--- src/rtl/tdm_pkg.sv ---
// tdm_pkg: shared widths, channel data type and receiver state type for the TDM demux receiver
package tdm_pkg;
  localparam int WIDTH = 4;
  localparam int NCH = 8;
  localparam int ID_W = $clog2(NCH);
  localparam int ERRW = 8;
  typedef logic [WIDTH-1:0] chan_t;
  typedef enum logic {COLLECT, RESYNC} rx_state_t;
endpackage

--- src/rtl/tdm_lane_bank.sv ---
// tdm_lane_bank: per-channel shadow registers plus committed outputs updated atomically on commit
//   clk, rst      clock, async active-high reset
//   wr_en/wr_idx/wr_data  beat write into shadow[wr_idx]
//   commit        copy shadow (including this cycle's write) to d
//   d             committed channel values
module tdm_lane_bank
  import tdm_pkg::*;
(
  input  logic              clk,
  input  logic              rst,
  input  logic              wr_en,
  input  logic [ID_W-1:0]   wr_idx,
  input  chan_t             wr_data,
  input  logic              commit,
  output chan_t [NCH-1:0]   d
);
  chan_t [NCH-1:0] shadow, shadow_nxt;
  // the committing beat's own lane is taken from the bus, not the stale shadow
  always_comb begin
    shadow_nxt = shadow;
    if (wr_en) shadow_nxt[wr_idx] = wr_data;
  end
  always_ff @(posedge clk or posedge rst)
    if (rst) begin
      shadow <= '0;
      d <= '0;
    end else begin
      shadow <= shadow_nxt;
      if (commit) d <= shadow_nxt;
    end
endmodule

--- src/rtl/tdm_demux_receiver.sv ---
// tdm_demux_receiver: collects (ENTRADA, ID) beats per channel and publishes an 8-channel snapshot at frame end
//   CLK, RST (async, active-high); ENTRADA/ID/VALID beat input; CLR_ERR clears SEQ_ERR
//   D0..D7 committed channels; FRAME_OK commit pulse; SEQ_ERR sticky error; ERR_CNT saturating error count
//   TDM_SEQ_CHECK_EN: enables in-order ID checking with resync; otherwise any order, ID 7 commits
module tdm_demux_receiver
  import tdm_pkg::*;
(
  input  logic              CLK,
  input  logic              RST,
  input  logic [WIDTH-1:0]  ENTRADA,
  input  logic [ID_W-1:0]   ID,
  input  logic              VALID,
  input  logic              CLR_ERR,
  output logic [WIDTH-1:0]  D0,
  output logic [WIDTH-1:0]  D1,
  output logic [WIDTH-1:0]  D2,
  output logic [WIDTH-1:0]  D3,
  output logic [WIDTH-1:0]  D4,
  output logic [WIDTH-1:0]  D5,
  output logic [WIDTH-1:0]  D6,
  output logic [WIDTH-1:0]  D7,
  output logic              FRAME_OK,
  output logic              SEQ_ERR,
  output logic [ERRW-1:0]   ERR_CNT
);
  logic wr_en, commit;
  chan_t [NCH-1:0] d;
`ifdef TDM_SEQ_CHECK_EN
  rx_state_t state;
  logic [ID_W-1:0] exp_id;
  logic in_seq, err;
  // ID 0 always restarts a frame, whether in sequence, out of sequence or resyncing
  always_comb begin
    in_seq = state == COLLECT && ID == exp_id;
    wr_en = VALID && (in_seq || ID == '0);
    commit = VALID && in_seq && exp_id == ID_W'(NCH - 1);
    err = VALID && state == COLLECT && ID != exp_id;
  end
  always_ff @(posedge CLK or posedge RST)
    if (RST) begin
      state <= COLLECT;
      exp_id <= '0;
      SEQ_ERR <= 1'b0;
      ERR_CNT <= '0;
    end else begin
      if (wr_en) begin
        exp_id <= ID + ID_W'(1);
        state <= COLLECT;
      end else if (err) state <= RESYNC;
      if (err || CLR_ERR) SEQ_ERR <= err;
      if (err && ERR_CNT != '1) ERR_CNT <= ERR_CNT + ERRW'(1);
    end
`else
  logic unused;
  assign unused = CLR_ERR;
  assign wr_en = VALID;
  assign commit = VALID && ID == ID_W'(NCH - 1);
  assign SEQ_ERR = 1'b0;
  assign ERR_CNT = '0;
`endif
  always_ff @(posedge CLK or posedge RST)
    if (RST) FRAME_OK <= 1'b0;
    else FRAME_OK <= commit;
  tdm_lane_bank u_bank (
    .clk(CLK),
    .rst(RST),
    .wr_en(wr_en),
    .wr_idx(ID),
    .wr_data(ENTRADA),
    .commit(commit),
    .d(d)
  );
  assign {D7, D6, D5, D4, D3, D2, D1, D0} = d;
endmodule
--- config.mk ---
export PLATFORM = sky130hd
export DESIGN_NAME = tdm_demux_receiver
export DESIGN_NICKNAME = d
export VERILOG_FILES = /design/src/rtl/tdm_pkg.sv /design/src/rtl/tdm_lane_bank.sv /design/src/rtl/tdm_demux_receiver.sv
export SDC_FILE = /design/constraint.sdc
export NUM_CORES = 1
export LEC_CHECK = 0
export ABC_AREA = 1
export CORE_ASPECT_RATIO = 1.4
export CORE_MARGIN = 2
export CORE_UTILIZATION = 52
export CTS_CLUSTER_SIZE = 25
export DETAILED_ROUTE_END_ITERATION = 6
export HOLD_SLACK_MARGIN = 0.15
export PLACE_DENSITY = 0.9
export SLEW_MARGIN = 30
export SYNTH_ARGS = -nofsm -noshare
export SYNTH_HDL_FRONTEND = slang
export SYNTH_HIERARCHICAL = 1
export SYNTH_SLANG_ARGS = --single-unit
--- constraint.sdc ---
create_clock -name CLK -period 2.8 [get_ports CLK]
set_input_delay 0.56 -clock CLK [delete_from_list [all_inputs] [get_ports CLK]]
set_output_delay 0.56 -clock CLK [all_outputs]
set_load 0.02 [all_outputs]
==> flow_metrics.env <==
export IMPL_clk_latency_ps=340
export IMPL_worst_path_buf_inv=1
export IMPL_drive_gt1_share_pct=7.20
export IMPL_rsz0062_at_grt="no"
export IMPL_power_density_nw_per_um2=737
export IMPL_cap_viol_max_count=0
export IMPL_worst_pin_slew_ps=556
export IMPL_routabilityCongestion=0.756
export IMPL_antenna_found_initial=0
export IMPL_ys_warnings_count=6
export IMPL_clkTransAtPathRegs_ps=60
export IMPL_fp_dieW_um=66.8
export IMPL_internal_power_mw=1.83
export IMPL_grt_start_max_net_pins=65
export IMPL_setup_viol=0
export IMPL_fin_skew_ps=5.56
export IMPL_pwr_share_comb_pct=25.3
export IMPL_ir_drop_mv=0.411
export IMPL_whs_ps=406
export IMPL_path_class="reg2out"
export IMPL_syn_area_um2=2870
export IMPL_num_antenna_cells=0
export IMPL_end_kind="output port"
export IMPL_crit_path_start_kind="flip-flop"
export IMPL_dieArea_um2=6150
export IMPL_outcome="completed"
export IMPL_layout_common_cells="112 x nand2_1, 65 x dfrtp_1, 60 x nand3_1"
export IMPL_viasPerCell=4.98
export IMPL_p_clk_share_pct=28.8
export IMPL_cp_arrival_ps=1310
export IMPL_synth_seq_cells=65
export IMPL_p_leak_nw=1.79
export IMPL_route_vias_total=2275
export IMPL_syn_area_per_cell_um2=8.48
export IMPL_required_ps=2240
export IMPL_hold_path_class="in2async"
export IMPL_netlist_top_cells_area="dfrtp_1 57%, nand2_1 15%, nand3_1 10%"
export IMPL_die_h_um=92.0
export IMPL_nets=395
export IMPL_worst_path_max_fanout=2
export IMPL_grt_usage_pct=22.3
export IMPL_seq_area_frac_synth_pct=56.6
export IMPL_wl_per_cell_um=13.2
export IMPL_port_buffer_count=42
export IMPL_cts_htree_levels=3
export IMPL_grt_pass1_vias=2249
export IMPL_final_common_cell="nand2_1"
export IMPL_routed_wl_um=6030
export IMPL_critPathMaxStageDelay_ps=620
export IMPL_grt_first_pass_wirelength_um=10400
export IMPL_maxSlewViolCount=0
export IMPL_dp_hpwl_um=3810
export IMPL_power_switching_mw=0.771
export IMPL_syn_to_final_growth_pct=22.7
export IMPL_slew_limit_headroom_pct=62.9
export IMPL_pwr_share_seq_pct=45.9
export IMPL_max_freq_mhz=534
export IMPL_tns_ps=0
export IMPL_root_buffer="clkbuf_8"
export IMPL_crit_slowest_cell="clkdlybuf4s50_1"
export IMPL_clk_path_buf_depth=2
export IMPL_yosysUniqueCellTypes=13
export IMPL_overflow=0
export IMPL_first_pass_iters=4
export IMPL_postRouteAntennaNets=0
export IMPL_synth_area_leader_cell="dfrtp_1"
export IMPL_fp_row_count=32
export IMPL_netlist_instances=339
export IMPL_core_um2=5410
export IMPL_period_minus_slack_ps=1870
export IMPL_nFillCells=419
export IMPL_cts_resized=0
export IMPL_cts_setup_buffers=0
export IMPL_boundaryPins=53
export IMPL_fin_crit_sh_pct=66.9
export IMPL_start_util_pct=53.2
export IMPL_synth_top_area_share_pct=56.6
export IMPL_cp_top_family="buffers and inverters"
export IMPL_cts_tree="built"
export IMPL_drc=0
export IMPL_drtIter0Drc=147
export IMPL_sw_frac_of_total_pct=29.7
export IMPL_hold_violations=0
export IMPL_cts_buffers=9
export IMPL_holdBufCountCts=0
export IMPL_cts_sinks=65
export IMPL_path_cells="clkdlybuf4s50_1"
power groups by stage:
| stage | Clock, mW | Combinational (mW) | Sequential [mW] |
|---|---|---|---|
| after floorplan | 0 | 0.278 | 1.31 |
| after CTS | 0.761 | 0.659 | 1.19 |
| after global placement | 0 | 0.630 | 1.20 |
| after detailed placement | 0 | 0.651 | 1.21 |
| final | 0.748 | 0.657 | 1.19 |
| after global routing | 0.802 | 0.720 | 1.21 |
Yosys cell counts:
library cell,n
inv_1,44
nor2_1,3
nand3_1,60
buf_4,9
buf_2,6
dfrtp_1,65
and2_1,28
conb_1,1
nand2_1,112
and2_2,4
clkbuf_1,4
nor2_2,1
nor2_4,2
registers in the layout, indices dropped and copies added, names as in the netlist:
signal,flops
u_bank/d,32
u_bank/shadow,32
FRAME_OK,1
per-layer routing:
layer	global-route usage, %	part of all wire [%]	up-vias
met5	0	0	-
met3	4.29	5.8	14
met2	35.0	50	68
li1	-	-	1110
met4	10.7	2.3	0
met1	29.5	41	1083
metrics by stage:
stage          power (mW)  instance area, µm²  util (%)  worst slack (ps)  cells
6_report             2.60                3530      65.3               928    457
4_1_cts              2.61                3530      65.3               787    457
2_1_floorplan        1.59                2900         -               642    347
3_5_place_dp         1.86                3330      61.7               448    441
3_3_place_gp         1.83                3330      61.7               545    441
5_1_grt              2.73                3530      65.3               830    457
worst paths after layout:
kind | startpoint | end | slack [ps] | cells after the start
worst max-delay path | u_bank/d[30] | D7[2] | 930 | 1
worst min-delay path | RST | FRAME_OK | 410 | 2
worst max register to register | u_bank/shadow[22] | u_bank/shadow[22] | 1990 | 3
worst min register to register | u_bank/d[28] | u_bank/d[28] | 480 | 2
max in group asynchronous | RST | u_bank/d[20] | 1900 | 3
min in group CLK | u_bank/d[28] | u_bank/d[28] | 480 | 2
cell type report:
type                       instances  area, µm²  area share, %
clock buffer                      14        183           5.18
clock inverter                     2       10.0          0.284
inverter                          44        165           4.68
multi-input combinational        219       1000           28.4
sequential                        65       1630           46.1
tap                               68       85.1           2.41
timing repair buffer              45        455           12.9
cell families after synthesis:
| family | Yosys count | synth area share, % |
|---|---|---|
| buf+inv | 63 | 9.66 |
| simple gates | 210 | 33.6 |
| flops | 65 | 56.6 |
| other cells | 1 | 0.130 |
Note: power is estimated with default switching activity, not from simulation.
